--- src/rtl/alu_core.sv ---
// Registered N-bit MIPS-style integer ALU: eight funct-coded operations on two
// operands, result captured on the rising clock edge with one cycle of latency.
module alu_core #(
  parameter int N    = 8,
  parameter int N_op = 6
) (
  input  logic            clk,
  input  logic            reset,
  input  logic [N-1:0]    date_a,
  input  logic [N-1:0]    date_b,
  input  logic [N_op-1:0] op,
  output logic [N-1:0]    result
);

  localparam logic [N_op-1:0] OP_ADD = N_op'(6'b100000);
  localparam logic [N_op-1:0] OP_SUB = N_op'(6'b100010);
  localparam logic [N_op-1:0] OP_AND = N_op'(6'b100100);
  localparam logic [N_op-1:0] OP_OR  = N_op'(6'b100101);
  localparam logic [N_op-1:0] OP_XOR = N_op'(6'b100110);
  localparam logic [N_op-1:0] OP_NOR = N_op'(6'b100111);
  localparam logic [N_op-1:0] OP_SRL = N_op'(6'b000010);
  localparam logic [N_op-1:0] OP_SRA = N_op'(6'b000011);

  logic [N-1:0]        result_d;
  logic [N-1:0]        result_q;
  logic signed [N-1:0] sra_val;

  always_comb begin
    // NOTE: every always_comb output gets a default first so no path infers a latch.
    result_d = '0;
    // NOTE: the arithmetic shift lives in its own signed variable; inside a mixed
    // unsigned expression the operand would be coerced unsigned and zero-fill instead.
    sra_val  = $signed(date_a) >>> date_b;

    unique case (op)
      OP_ADD:  result_d = date_a + date_b;
      OP_SUB:  result_d = date_a - date_b;
      OP_AND:  result_d = date_a & date_b;
      OP_OR:   result_d = date_a | date_b;
      OP_XOR:  result_d = date_a ^ date_b;
      OP_NOR:  result_d = ~(date_a | date_b);
      // Shift amounts at or beyond N saturate: zeros for SRL, sign fill for SRA.
      OP_SRL:  result_d = date_a >> date_b;
      OP_SRA:  result_d = $unsigned(sra_val);
      default: result_d = '0;
    endcase
  end

  always_ff @(posedge clk) begin
    // NOTE: sequential state uses non-blocking assignment so all flops update together.
    if (reset) begin
      result_q <= '0;
    end else begin
      result_q <= result_d;
    end
  end

  assign result = result_q;

endmodule

--- config.mk ---
export PLATFORM = sky130hd
export DESIGN_NAME = alu_core
export DESIGN_NICKNAME = d
export VERILOG_FILES = /design/src/rtl/alu_core.sv
export SDC_FILE = /design/constraint.sdc
export NUM_CORES = 1
export LEC_CHECK = 0
export CAP_MARGIN = 20
export CORE_ASPECT_RATIO = 2
export CORE_MARGIN = 10
export CORE_UTILIZATION = 30
export CTS_BUF_LIST = sky130_fd_sc_hd__clkbuf_4 sky130_fd_sc_hd__clkbuf_8
export DETAILED_ROUTE_END_ITERATION = 8
export PLACE_DENSITY = 0.53
export SYNTH_ARGS = -nofsm -noshare
export SYNTH_HDL_FRONTEND = slang
export SYNTH_SLANG_ARGS = --single-unit
--- constraint.sdc ---
create_clock -name clk -period 3.96 [get_ports clk]
set_input_delay 0.99 -clock clk [delete_from_list [all_inputs] [get_ports clk]]
set_output_delay 0.99 -clock clk [all_outputs]
set_load 0.05 [all_outputs]
Word level (Yosys, flattened, before mapping)
Index checks and enable logic that the tools add are counted.
- bits of input ports: 24
- output and inout port bits: 8
- logic and storage cells: 18
- bits in registers: 8
- shift-type cells: 2
- muxes and demuxes: 1
- eq/ne operators: 8
- add/subtract/negate cells: 2
- bitwise logic cells: 4
- operators with widths (cell ; count):
    8-bit case mux with 8 select lines ; 1
    6-bit == test, second input constant ; 6
    6-bit by 2-bit == test with 1-bit output, second input constant ; 2
    8-bit adder ; 1
    8-bit bitwise AND ; 1
    8-bit NOT ; 1
    8-bit OR ; 1
    8-bit by 8-bit >> shifter with 8-bit output ; 1
    8-bit by 8-bit >>> shifter with 8-bit output ; 1
    8-bit subtractor ; 1
    8-bit XOR ; 1

Logic depth before layout (Yosys ltp)
Gate-level depths: netlist of the first run.
- depth in word-level cells: 3
- gate-level depth with buffers: 14
- gate-level depth less buffers: 12

Worst setup path before layout of the first run
Ideal clock, no wire load.
- kind: in2reg
- from: input port date_b[0]
- to: register result_q[6], in the netlist result[6]
- library setup time: 78 ps
- path slack: 742 ps
- buffers on the path: 2
- required time: 3882 ps
- cell stages on the path: 13
- arrival time: 3140 ps
- cell sequence: buf_2 > buf_4 > inv_1 > ha_1 > nand2_1 > o21ai_0 > fa_1 > nor2b_1 > o31a_1 > o21a_1 > nor2_1 > or3_1 > a31oi_1
- word-level cells in the longest chain between the ends: 2
- elaborated cells on any way between the ends: 5
- classes of those cells: 2 x add/sub; 2 x shift; 1 x mux
- ends and longest elaborated chain (what ; line ; source):
    from (decl) ; 10 ; input logic [N-1:0] date_b,
    8-bit subtractor (tied with other cells) ; 37 ; OP_SUB: result_d = date_a - date_b;
    8-bit case mux with 8 select lines * ; 35 ; unique case (op)
    to (signal assigned) ; 54 ; result_q <= result_d;
    to (decl) ; 25 ; logic [N-1:0] result_q;
Every way passes the cells marked *; elsewhere a longest branch is shown, timed or not.
A chain may end at the register's enable or synchronous reset.

Worst setup path after layout of the first run
- from: input port op[3]
- to: register result_q[5], in the netlist result[5]
- word-level cells in the longest chain between the ends: 2
- elaborated cells on any way between the ends: 9
- classes of those cells: 8 x eq/ne; 1 x mux
- ends and longest elaborated chain (what ; line ; source):
    from (decl) ; 11 ; input logic [N_op-1:0] op,
    6-bit by 2-bit == test with 1-bit output / 6-bit == test (equally long branches) ; 35 ;
    8-bit case mux with 8 select lines * ; 35 ;
Marks and branches as above.

==> results of run 1 <==
logic make-up (layout without fill, tap and decap cells):
group                      Yosys count  after routing  share of synthesized area [%]
and+or+nand+nor                     88             88                          23.77
DFF                                  8              8                          8.596
AOI/OAI and AO/OA                   68             68                          22.83
xor gates and xnor gates            11             11                          5.172
muxes                               20             20                          13.03
buffers and inverters               38             74                          9.402
adders and majority gates           25             25                          17.19
worst max-delay path, stage by stage:
cell                              delay [ns]
sky130_fd_sc_hd__clkdlybuf4s50_1        0.42
sky130_fd_sc_hd__nor3_1                 0.33
sky130_fd_sc_hd__and3_1                 0.37
sky130_fd_sc_hd__a21o_1                 0.13
sky130_fd_sc_hd__xnor2_1                0.12
sky130_fd_sc_hd__ha_1                   0.31
sky130_fd_sc_hd__and3_1                 0.21
sky130_fd_sc_hd__a21oi_1                0.18
sky130_fd_sc_hd__nand3b_1               0.12
sky130_fd_sc_hd__xor2_1                 0.17
sky130_fd_sc_hd__a221oi_2               0.22
sky130_fd_sc_hd__nor2_1                 0.06
power groups by stage:
stage	logic, W	registers, W	clock network [W]
global placement	0.000213	0.0000827	0
detailed placement	0.000215	0.0000827	0
finish	0.000217	0.0000814	0.0000918
floorplan	0.000136	0.0000840	0
global route	0.000241	0.0000814	0.000101
CTS	0.000216	0.0000814	0.0000953
how the worst min path moves through the flow:
stage,startpoint,endpoint,cells past startpoint
detailed placement,reset,result[6],5
CTS,reset,result[6],5
finish,reset,result[6],5
global placement,reset,result[6],5
global route,reset,result[6],5
floorplan,date_b[3],result[0],2
through the flow:
stage / utilization (%) / power [W] / cell area (um2) / hold slack, ns
final: 38.94 / 0.0003899 / 2338 / 1.643
after global routing: 38.94 / 0.0004231 / 2338 / 1.673
after CTS: 38.94 / 0.0003932 / 2338 / 1.646
after detailed placement: 38.25 / 0.0002974 / 2297 / 1.881
after global placement: 38.25 / 0.0002959 / 2297 / 1.880
after floorplan: - / 0.0002204 / 1863 / 1.195
cells in the mapped netlist, types with 2 or more instances:
library cell	n
sky130_fd_sc_hd__and3_1	5
sky130_fd_sc_hd__nand3_1	13
sky130_fd_sc_hd__dfxtp_1	8
sky130_fd_sc_hd__a22oi_1	2
sky130_fd_sc_hd__mux4_2	3
sky130_fd_sc_hd__a31oi_1	7
sky130_fd_sc_hd__inv_1	22
sky130_fd_sc_hd__buf_2	5
sky130_fd_sc_hd__nor3_1	6
sky130_fd_sc_hd__clkbuf_1	4
sky130_fd_sc_hd__o21ai_0	21
sky130_fd_sc_hd__nand2_1	28
sky130_fd_sc_hd__buf_4	5
sky130_fd_sc_hd__o22ai_1	6
sky130_fd_sc_hd__ha_1	24
sky130_fd_sc_hd__a211oi_1	2
sky130_fd_sc_hd__xnor2_1	9
sky130_fd_sc_hd__xor2_1	2
sky130_fd_sc_hd__o21a_1	3
sky130_fd_sc_hd__mux2i_1	16
sky130_fd_sc_hd__or3_1	3
sky130_fd_sc_hd__a21oi_1	14
sky130_fd_sc_hd__o211ai_1	3
sky130_fd_sc_hd__nand3b_1	2
sky130_fd_sc_hd__nor2b_1	4
sky130_fd_sc_hd__nor2_1	18
area by class of cell:
class,count,area [um2],share of cell area (%)
flip-flops and latches,8,160.2,6.849
well taps,63,78.83,3.371
repair buffers,48,437.9,18.73
multi-input cells,212,1534,65.60
inverters,23,86.33,3.692
clock buffers,3,41.29,1.766
layer usage:
metal  vias up  wire [um]
met2        70       3308
li1       1003          -
met3        28        203
met5         -          0
met4         0        325
met1       926       2332
==> flow_results.xml, run 1 <==
<?xml version="1.0" encoding="UTF-8"?>
<metrics>
  <group name="synth">
    <metric name="yosys.area.top_type" unit="">sky130_fd_sc_hd__ha_1</metric>
    <metric name="synth_top_area_share" unit="%">16.12</metric>
    <metric name="avgSynthCellArea" unit="um2">7.221</metric>
    <metric name="netlist_instances" unit="">258</metric>
    <metric name="synthesis.area" unit="um2">1863</metric>
    <metric name="synth-main-ff-cell" unit="">sky130_fd_sc_hd__dfxtp_1</metric>
    <metric name="synth_nets" unit="">307</metric>
    <metric name="post_synth_num_cell_types" unit="">49</metric>
    <metric name="asyncSetResetFlopFracSynth" unit="%">0</metric>
    <metric name="synth-seq-area-share" unit="%">8.596</metric>
    <metric name="yosys_warnings" unit="">0</metric>
    <metric name="synth_seq_cells" unit="">8</metric>
    <metric name="synth-edff-count" unit="">0</metric>
    <metric name="netlist_top_cells_area" unit="">sky130_fd_sc_hd__ha_1 16%, sky130_fd_sc_hd__dfxtp_1 8.6%, sky130_fd_sc_hd__mux2i_1 8.6%</metric>
  </group>
  <group name="critical_path">
    <metric name="critical_path_required" unit="ns">4.07</metric>
    <metric name="end_kind" unit="">register</metric>
    <metric name="setup.worst_path.start_class" unit="">primary input</metric>
    <metric name="max_fo_critical_path" unit="">6</metric>
    <metric name="timing.critical_path.arrival" unit="ns">3.62</metric>
    <metric name="critical_path.startpoint" unit="">op[3]</metric>
    <metric name="class_of_the_most_critical_setup_path" unit="">primary input to register</metric>
    <metric name="crit_end" unit="">result[5]</metric>
  </group>
  <group name="global_routing">
    <metric name="gr-total-overflow" unit="">0</metric>
    <metric name="grt_start_max_net_pins" unit="">24</metric>
    <metric name="grt.met2_usage" unit="%">23.13</metric>
    <metric name="met1_track_usage_gr" unit="%">13.35</metric>
    <metric name="grt_use_total" unit="%">12.62</metric>
    <metric name="antenna_found_initial" unit="">0</metric>
    <metric name="grt.busiest_layer" unit="">met2</metric>
    <metric name="grtUsageMet3" unit="%">0.9050</metric>
    <metric name="grt_first_pass_wirelength" unit="um">10030</metric>
    <metric name="first_global_vias" unit="">2118</metric>
  </group>
  <group name="timing">
    <metric name="relSlewSlack" unit="%">66.45</metric>
    <metric name="setup-violations-final" unit="">0</metric>
    <metric name="fin_tns_setup" unit="ns">0</metric>
    <metric name="worst-slew-pin-transition" unit="ns">0.5016</metric>
    <metric name="period_needed" unit="ns">3.514</metric>
    <metric name="fin_crit_sh" unit="%">88.74</metric>
    <metric name="final-max-slew-violation-count" unit="">0</metric>
    <metric name="max_freq" unit="MHz">284.6</metric>
    <metric name="final_hold_viol_count" unit="">0</metric>
    <metric name="finalWorstSetupSlack" unit="ns">0.4460</metric>
    <metric name="grt_setup_unrepaired" unit="">no</metric>
  </group>
  <group name="die">
    <metric name="number_of_cell_rows" unit="">40</metric>
    <metric name="initial_utilization" unit="%">31.02</metric>
    <metric name="core_region_area" unit="um2">6006</metric>
    <metric name="fp.dieArea" unit="um2">9954</metric>
    <metric name="top_level_ports" unit="">32</metric>
    <metric name="die_height" unit="um">131.4</metric>
    <metric name="chipWidth" unit="um">75.73</metric>
  </group>
  <group name="cells_and_area">
    <metric name="fin_nets" unit="">345</metric>
    <metric name="layout.cells.most_common_list" unit="">31 x sky130_fd_sc_hd__clkdlybuf4s50_1, 28 x sky130_fd_sc_hd__nand2_1, 24 x sky130_fd_sc_hd__ha_1, 22 x sky130_fd_sc_hd__inv_1, 21 x sky130_fd_sc_hd__o21ai_0</metric>
    <metric name="layout_commonest_cell" unit="">sky130_fd_sc_hd__clkdlybuf4s50_1</metric>
    <metric name="post_route_cells_drive_above_1_share" unit="%">10.88</metric>
    <metric name="finish.cell_count_without_fillers" unit="">357</metric>
    <metric name="syn_to_final_growth" unit="%">25.52</metric>
    <metric name="insertedDiodeCount" unit="">0</metric>
    <metric name="largest_register_ffs" unit="">8</metric>
    <metric name="layout.filler_cells" unit="">658</metric>
  </group>
  <group name="place">
    <metric name="place_inst" unit="">354</metric>
    <metric name="gpl.final_weighted_congestion" unit="">0.9451</metric>
    <metric name="hpwl" unit="um">5140</metric>
    <metric name="port-buffer-count" unit="">31</metric>
    <metric name="post-place-ws" unit="ns">0.2167</metric>
  </group>
  <group name="clock_network">
    <metric name="cts_tree" unit="">yes</metric>
    <metric name="cts_repair_resize_count" unit="">0</metric>
    <metric name="numClockSinks" unit="">8</metric>
    <metric name="clk_transition_reported_paths" unit="ns">0.04</metric>
    <metric name="cts-root-to-sink-buffers" unit="">2</metric>
    <metric name="cts_buffers" unit="">3</metric>
    <metric name="cts-htree-levels" unit="">1</metric>
    <metric name="post-cts-setup-buffers" unit="">0</metric>
    <metric name="cts_hold_buffers" unit="">0</metric>
    <metric name="cts_root_buf" unit="">sky130_fd_sc_hd__clkbuf_8</metric>
  </group>
  <group name="detailed_routing">
    <metric name="drt_first_iter_violations" unit="">80</metric>
    <metric name="firstDrtPassIters" unit="">4</metric>
    <metric name="routed_wirelength" unit="um">6170</metric>
    <metric name="drc" unit="">0</metric>
    <metric name="num_vias" unit="">2027</metric>
    <metric name="ant_nets" unit="">0</metric>
    <metric name="route.detailed.vias_per_inst" unit="">5.678</metric>
    <metric name="wl_per_cell" unit="um">17.28</metric>
  </group>
  <group name="power_and_ir_drop">
    <metric name="leakagePower" unit="nW">0.9888</metric>
    <metric name="power.share.switching" unit="%">37.07</metric>
    <metric name="seq_power_share" unit="%">20.9</metric>
    <metric name="p_sw" unit="W">0.0001445</metric>
    <metric name="clock_power_share" unit="%">23.5</metric>
    <metric name="cellInternalPower" unit="W">0.0002454</metric>
    <metric name="power-per-cell-area" unit="nW/um2">166.7</metric>
    <metric name="ir_worst_vdd" unit="V">0.00006509</metric>
    <metric name="combinational_share_of_power" unit="%">55.6</metric>
  </group>
  <group name="hold_path">
    <metric name="min-delay-path-class" unit="">primary input to register</metric>
  </group>
  <group name="run">
    <metric name="drv_cap" unit="">0</metric>
  </group>
  <group name="outcome">
    <metric name="status" unit="">finished clean</metric>
  </group>
</metrics>
(Power assumes the default switching activity.)
==> inputs of run 2 (changes only) <==
- ABC_AREA: default -> 1
==> flow_results.xml, run 2 <==
<?xml version="1.0" encoding="UTF-8"?>
<metrics>
  <group name="outcome">
    <metric name="status" unit="">finished clean</metric>
  </group>
  <group name="detailed_routing">
    <metric name="drc" unit="">0</metric>
    <metric name="ant_nets" unit="">0</metric>
    <metric name="firstDrtPassIters" unit="">4</metric>
    <metric name="route.detailed.vias_per_inst" unit="">4.954</metric>
    <metric name="num_vias" unit="">2175</metric>
    <metric name="routed_wirelength" unit="um">6550</metric>
    <metric name="drt_first_iter_violations" unit="">146</metric>
    <metric name="wl_per_cell" unit="um">14.92</metric>
  </group>
  <group name="synth">
    <metric name="synth-main-ff-cell" unit="">sky130_fd_sc_hd__dfxtp_1</metric>
    <metric name="synth_simple_gate_area_share" unit="%">47.42</metric>
    <metric name="synth-seq-area-share" unit="%">8.454</metric>
    <metric name="avgSynthCellArea" unit="um2">5.920</metric>
    <metric name="most_frequently_used_cell_type_in_the_post_synthesis_netlist" unit="">sky130_fd_sc_hd__nand2_1</metric>
    <metric name="netlist_top_cells_area" unit="">sky130_fd_sc_hd__nand2_1 17%, sky130_fd_sc_hd__ha_1 16%, sky130_fd_sc_hd__nand3_1 11%</metric>
    <metric name="post_synth_fa_ha_maj_area_fraction" unit="%">16.91</metric>
    <metric name="yosys_warnings" unit="">0</metric>
    <metric name="synth-edff-count" unit="">0</metric>
    <metric name="yosys.area.top_type" unit="">sky130_fd_sc_hd__nand2_1</metric>
    <metric name="asyncSetResetFlopFracSynth" unit="%">0</metric>
    <metric name="synth_nets" unit="">369</metric>
    <metric name="post_synth_num_cell_types" unit="">35</metric>
    <metric name="combinational_family_with_the_most_area_after_synthesis" unit="">simple AND/OR/NAND/NOR gates</metric>
    <metric name="yosys.area_share.xor_xnor" unit="%">3.699</metric>
    <metric name="yosys-mux-area-fraction" unit="%">0</metric>
    <metric name="synth_compound_area_share" unit="%">12.95</metric>
    <metric name="synth_seq_cells" unit="">8</metric>
    <metric name="netlist_instances" unit="">320</metric>
    <metric name="yosys-top-cells-count" unit="">84 x sky130_fd_sc_hd__nand2_1, 42 x sky130_fd_sc_hd__nand3_1, 38 x sky130_fd_sc_hd__inv_1, 34 x sky130_fd_sc_hd__nor2_1, 24 x sky130_fd_sc_hd__ha_1</metric>
    <metric name="synth_top_area_share" unit="%">16.64</metric>
    <metric name="synthesis.area" unit="um2">1894</metric>
  </group>
  <group name="clock_network">
    <metric name="post-cts-setup-buffers" unit="">0</metric>
    <metric name="cts_buffers" unit="">3</metric>
    <metric name="cts_root_buf" unit="">sky130_fd_sc_hd__clkbuf_8</metric>
    <metric name="cts-htree-levels" unit="">1</metric>
    <metric name="cts_hold_buffers" unit="">0</metric>
    <metric name="cts_tree" unit="">yes</metric>
    <metric name="numClockSinks" unit="">8</metric>
    <metric name="cts_repair_resize_count" unit="">0</metric>
    <metric name="cts-root-to-sink-buffers" unit="">2</metric>
    <metric name="clk_transition_reported_paths" unit="ns">0.05</metric>
  </group>
  <group name="timing">
    <metric name="max_freq" unit="MHz">282.4</metric>
    <metric name="final_hold_viol_count" unit="">0</metric>
    <metric name="final-max-slew-violation-count" unit="">0</metric>
    <metric name="period_needed" unit="ns">3.541</metric>
    <metric name="setup-violations-final" unit="">0</metric>
    <metric name="fin_crit_sh" unit="%">89.41</metric>
    <metric name="grt_setup_unrepaired" unit="">no</metric>
    <metric name="worst-slew-pin-transition" unit="ns">0.5072</metric>
    <metric name="fin_tns_setup" unit="ns">0</metric>
    <metric name="relSlewSlack" unit="%">66.08</metric>
  </group>
  <group name="power_and_ir_drop">
    <metric name="power-per-cell-area" unit="nW/um2">166.4</metric>
    <metric name="leakagePower" unit="nW">1.165</metric>
    <metric name="ir_worst_vdd" unit="V">0.00006904</metric>
  </group>
  <group name="cells_and_area">
    <metric name="largest_register_ffs" unit="">8</metric>
    <metric name="layout_commonest_cell" unit="">sky130_fd_sc_hd__nand2_1</metric>
    <metric name="layout.filler_cells" unit="">663</metric>
    <metric name="syn_to_final_growth" unit="%">24.77</metric>
    <metric name="insertedDiodeCount" unit="">0</metric>
    <metric name="post_route_cells_drive_above_1_share" unit="%">12.11</metric>
    <metric name="fin_nets" unit="">406</metric>
    <metric name="multi_input_area" unit="um2">1534</metric>
    <metric name="layout.cells.most_common_list" unit="">84 x sky130_fd_sc_hd__nand2_1, 42 x sky130_fd_sc_hd__nand3_1, 38 x sky130_fd_sc_hd__inv_1, 34 x sky130_fd_sc_hd__nor2_1, 31 x sky130_fd_sc_hd__clkdlybuf4s50_1</metric>
    <metric name="area.sequential" unit="um2">160.2</metric>
    <metric name="finish.cell_count_without_fillers" unit="">439</metric>
  </group>
  <group name="critical_path">
    <metric name="class_of_the_most_critical_setup_path" unit="">primary input to register</metric>
    <metric name="setup.worst_path.start_class" unit="">primary input</metric>
    <metric name="worstPathCellList" unit="">clkdlybuf4s50_1, nor2_1, inv_1, o31ai_1, xor2_1, inv_1, ha_1, a21oi_1, o21ai_0, a21oi_1, nand3_1, nand3_1, a21oi_2</metric>
    <metric name="critical_path.slowest_cell" unit="">sky130_fd_sc_hd__clkdlybuf4s50_1</metric>
    <metric name="critical_path_required" unit="ns">4.08</metric>
    <metric name="end_kind" unit="">register</metric>
    <metric name="critical-path-max-stage-delay" unit="ns">0.56</metric>
    <metric name="timing.critical_path.arrival" unit="ns">3.66</metric>
    <metric name="max_fo_critical_path" unit="">6</metric>
  </group>
  <group name="global_routing">
    <metric name="first_global_vias" unit="">2147</metric>
    <metric name="grt_use_total" unit="%">12.68</metric>
    <metric name="antenna_found_initial" unit="">0</metric>
    <metric name="grt_first_pass_wirelength" unit="um">10450</metric>
    <metric name="grt_start_max_net_pins" unit="">13</metric>
    <metric name="gr-total-overflow" unit="">0</metric>
  </group>
  <group name="run">
    <metric name="drv_cap" unit="">0</metric>
  </group>
  <group name="place">
    <metric name="hpwl" unit="um">5584</metric>
    <metric name="place_inst" unit="">436</metric>
    <metric name="gpl.final_weighted_congestion" unit="">0.8963</metric>
    <metric name="port-buffer-count" unit="">31</metric>
  </group>
  <group name="die">
    <metric name="core_region_area" unit="um2">6056</metric>
    <metric name="initial_utilization" unit="%">31.28</metric>
    <metric name="chipWidth" unit="um">76.19</metric>
    <metric name="die_height" unit="um">132.4</metric>
    <metric name="top_level_ports" unit="">32</metric>
    <metric name="fp.dieArea" unit="um2">10090</metric>
    <metric name="number_of_cell_rows" unit="">40</metric>
  </group>
  <group name="hold_path">
    <metric name="min-delay-path-class" unit="">primary input to register</metric>
  </group>
</metrics>
==> run 2: cell count changes after synthesis, sizes merged, moves of 16 or more <==
cell   before  now
nand2      29   90
mux2i      16    0
nor2       19   45
nand3      13   45
inv        22   46
==> run 2: logic make-up after synthesis <==
logic type                 Yosys count
DFF                                  8
and+or+nand+nor                    189
adders and majority gates           25
xor gates and xnor gates             8
AOI/OAI and AO/OA                   40
buffers and inverters               50
==> run 2: layer usage <==
layer / track usage [%] / up-vias / part of all wire [%]
met3: 1.639 / 23 / 4.2
met5: 0 / - / 0
li1: - / 1108 / -
met2: 25.99 / 63 / 56
met1: 11.28 / 981 / 35
met4: 6.445 / 0 / 4.3
==> run 2: per-stage QoR <==
step           cell area (um2)  util [%]  setup slack (ns)  power [W]  hold WS, ns
2_1_floorplan             1894         -             1.109  0.0002167        1.244
3_3_place_gp              2322     38.35            0.1491  0.0002894        1.802
3_5_place_dp              2322     38.35            0.1972  0.0002889        1.804
4_1_cts                   2364     39.03            0.4210  0.0003899        1.562
5_1_grt                   2364     39.03            0.2366  0.0004200        1.590
6_report                  2364     39.03            0.4193  0.0003933        1.531
==> run 2: area by class of cell <==
class                      instances  share of cell area, %
timing repair buffer              36                  14.72
clock buffer                       3                  1.747
multi-input combinational        262                  64.90
tap                               84                  4.447
sequential                         8                  6.776
inverter                          46                  7.411
==> run 2: report_power, final <==
group	leakage, nW	switching, W	internal, W	total, W
combinational	1.08	0.000126	0.0000794	0.000206
sequential	0.0647	0.000000482	0.0000829	0.0000834
clock	0.0216	0.0000379	0.0000664	0.000104
==> run 2: path summary, 6_finish.rpt <==
kind | from | endpoint | cells after the start
hold / removal | reset | result[7] | 2
setup / recovery | date_b[2] | result[7] | 13
==> run 2: worst max-delay path: cells and delay by family <==
kind | cells | cell delay (ns)
AND/OR/NAND/NOR | 3 | 0.50
adder cells (fa/ha/maj) | 1 | 0.32
buffers and inverters | 3 | 0.80
XOR/XNOR | 1 | 0.18
AO/OA/AOI/OAI | 5 | 0.85
==> inputs of run 3 (changes only) <==
- PLACE_DENSITY: 0.53 -> 0.47
==> flow_results.xml, run 3 (synthesis results as in run 2) <==
<?xml version="1.0" encoding="UTF-8"?>
<metrics>
  <group name="critical_path">
    <metric name="cp_common_cell" unit="">sky130_fd_sc_hd__inv_1</metric>
    <metric name="end_kind" unit="">register</metric>
    <metric name="class_of_the_most_critical_setup_path" unit="">primary input to register</metric>
    <metric name="timing.critical_path.arrival" unit="ns">3.69</metric>
    <metric name="critical_path_required" unit="ns">4.12</metric>
    <metric name="max_fo_critical_path" unit="">6</metric>
    <metric name="worstPathCellList" unit="">clkdlybuf4s50_1, nor2_1, inv_1, o31ai_1, xor2_1, inv_1, ha_1, a21oi_1, o21ai_0, a21oi_1, inv_1, nand2_1, nand3_1, a21oi_2</metric>
    <metric name="critical_path.slowest_cell" unit="">sky130_fd_sc_hd__clkdlybuf4s50_1</metric>
    <metric name="setup.worst_path.start_class" unit="">primary input</metric>
    <metric name="critical-path-max-stage-delay" unit="ns">0.56</metric>
  </group>
  <group name="detailed_routing">
    <metric name="routed_wirelength" unit="um">6879</metric>
    <metric name="wl_per_cell" unit="um">15.71</metric>
    <metric name="ant_nets" unit="">0</metric>
    <metric name="drt_first_iter_violations" unit="">109</metric>
    <metric name="num_vias" unit="">2139</metric>
    <metric name="firstDrtPassIters" unit="">4</metric>
    <metric name="drc" unit="">0</metric>
    <metric name="route.detailed.vias_per_inst" unit="">4.884</metric>
  </group>
  <group name="timing">
    <metric name="fin_tns_setup" unit="ns">0</metric>
    <metric name="period_needed" unit="ns">3.533</metric>
    <metric name="max_freq" unit="MHz">283.1</metric>
    <metric name="fin_crit_sh" unit="%">89.21</metric>
    <metric name="final-max-slew-violation-count" unit="">0</metric>
    <metric name="worst-slew-pin-transition" unit="ns">0.5110</metric>
    <metric name="relSlewSlack" unit="%">65.83</metric>
    <metric name="grt_setup_unrepaired" unit="">no</metric>
    <metric name="final_hold_viol_count" unit="">0</metric>
    <metric name="setup-violations-final" unit="">0</metric>
  </group>
  <group name="die">
    <metric name="initial_utilization" unit="%">31.28</metric>
    <metric name="chipWidth" unit="um">76.19</metric>
    <metric name="number_of_cell_rows" unit="">40</metric>
    <metric name="top_level_ports" unit="">32</metric>
    <metric name="core_region_area" unit="um2">6056</metric>
    <metric name="fp.dieArea" unit="um2">10090</metric>
    <metric name="die_height" unit="um">132.4</metric>
  </group>
  <group name="cells_and_area">
    <metric name="syn_to_final_growth" unit="%">24.37</metric>
    <metric name="layout_commonest_cell" unit="">sky130_fd_sc_hd__nand2_1</metric>
    <metric name="area.sequential" unit="um2">160.2</metric>
    <metric name="post_route_cells_drive_above_1_share" unit="%">11.86</metric>
    <metric name="final_cell_area" unit="um2">2356</metric>
    <metric name="insertedDiodeCount" unit="">0</metric>
    <metric name="layout.filler_cells" unit="">666</metric>
    <metric name="layout.cells.most_common_list" unit="">84 x sky130_fd_sc_hd__nand2_1, 42 x sky130_fd_sc_hd__nand3_1, 38 x sky130_fd_sc_hd__inv_1, 34 x sky130_fd_sc_hd__nor2_1, 31 x sky130_fd_sc_hd__clkdlybuf4s50_1</metric>
    <metric name="multi_input_area" unit="um2">1534</metric>
    <metric name="fin_nets" unit="">405</metric>
    <metric name="largest_register_ffs" unit="">8</metric>
  </group>
  <group name="clock_network">
    <metric name="cts_repair_resize_count" unit="">0</metric>
    <metric name="numClockSinks" unit="">8</metric>
    <metric name="post-cts-setup-buffers" unit="">0</metric>
    <metric name="cts-root-to-sink-buffers" unit="">2</metric>
    <metric name="cts_hold_buffers" unit="">0</metric>
    <metric name="clk_transition_reported_paths" unit="ns">0.05</metric>
    <metric name="cts_buffers" unit="">3</metric>
    <metric name="cts_tree" unit="">yes</metric>
    <metric name="cts_root_buf" unit="">sky130_fd_sc_hd__clkbuf_8</metric>
    <metric name="cts-htree-levels" unit="">1</metric>
  </group>
  <group name="place">
    <metric name="hpwl" unit="um">5847</metric>
    <metric name="placement.cell_area" unit="um2">2315</metric>
    <metric name="gpl.final_weighted_congestion" unit="">0.9269</metric>
    <metric name="port-buffer-count" unit="">31</metric>
  </group>
  <group name="global_routing">
    <metric name="grt_start_max_net_pins" unit="">13</metric>
    <metric name="grt_use_total" unit="%">13.28</metric>
    <metric name="first_global_vias" unit="">2067</metric>
    <metric name="grt_first_pass_wirelength" unit="um">10850</metric>
    <metric name="antenna_found_initial" unit="">0</metric>
    <metric name="gr-total-overflow" unit="">0</metric>
  </group>
  <group name="power_and_ir_drop">
    <metric name="combinational_share_of_power" unit="%">52.9</metric>
    <metric name="ir_worst_vdd" unit="V">0.00006669</metric>
    <metric name="power.share.switching" unit="%">41.55</metric>
    <metric name="p_sw" unit="W">0.0001621</metric>
    <metric name="clock_power_share" unit="%">25.8</metric>
    <metric name="cellInternalPower" unit="W">0.0002279</metric>
    <metric name="seq_power_share" unit="%">21.4</metric>
    <metric name="leakagePower" unit="nW">1.160</metric>
    <metric name="post-layout-total-power" unit="W">0.0003900</metric>
    <metric name="power-per-cell-area" unit="nW/um2">165.5</metric>
  </group>
  <group name="outcome">
    <metric name="status" unit="">finished clean</metric>
  </group>
  <group name="hold_path">
    <metric name="min-delay-path-class" unit="">primary input to register</metric>
  </group>
  <group name="run">
    <metric name="drv_cap" unit="">0</metric>
  </group>
</metrics>
-- run 3: changes by cell type in the layout (fill, tap and decap cells not counted), sizes merged --
cell,delta
buf,-1
-- run 3: metal layers --
layer	part of all wire [%]	GRT usage, %	routed length, um	vias up
li1	-	-	-	1105
met1	36	12.25	2481	963
met2	58	27.98	4024	57
met3	2.9	1.434	198	14
met4	2.6	4.366	176	0
met5	0	0	0	-
-- run 3: path summary, 6_finish.rpt --
path,startpoint,to,slack (ns),cells after the start
max,date_b[2],result[7],0.43,14
min,reset,result[7],1.57,2
-- run 3: layout make-up --
type                    instances  share of cell area, %
clock buffers                   3                  1.753
inverters                      46                  7.435
multi-input cells             262                  65.11
flip-flops and latches          8                  6.798
well taps                      84                  4.461
repair buffers                 35                  14.45
-- run 3: critical path, delay by kind of cell --
family / cells / cell delay, ns
AO/OA/AOI/OAI: 5 / 0.89
buffers and inverters: 4 / 0.86
AND/OR/NAND/NOR: 3 / 0.43
adder cells (fa/ha/maj): 1 / 0.32
XOR/XNOR: 1 / 0.18
-- run 3: through the flow --
step / setup slack (ns) / utilization, % / instances / hold slack, ns
after CTS: 0.4557 / 38.91 / 438 / 1.578
final: 0.4273 / 38.91 / 438 / 1.568
after global routing: 0.2002 / 38.91 / 438 / 1.619
after detailed placement: 0.2336 / 38.22 / 435 / 1.822
after global placement: 0.1989 / 38.22 / 435 / 1.823
after floorplan: 1.109 / - / 320 / 1.244
-- run 3: power by group through the flow --
stage / combinational, W / sequential [W] / clock [W]
floorplan: 0.000124 / 0.0000923 / 0
global placement: 0.000205 / 0.0000849 / 0
detailed placement: 0.000205 / 0.0000848 / 0
CTS: 0.000206 / 0.0000833 / 0.000103
global route: 0.000229 / 0.0000835 / 0.000106
finish: 0.000206 / 0.0000834 / 0.000100
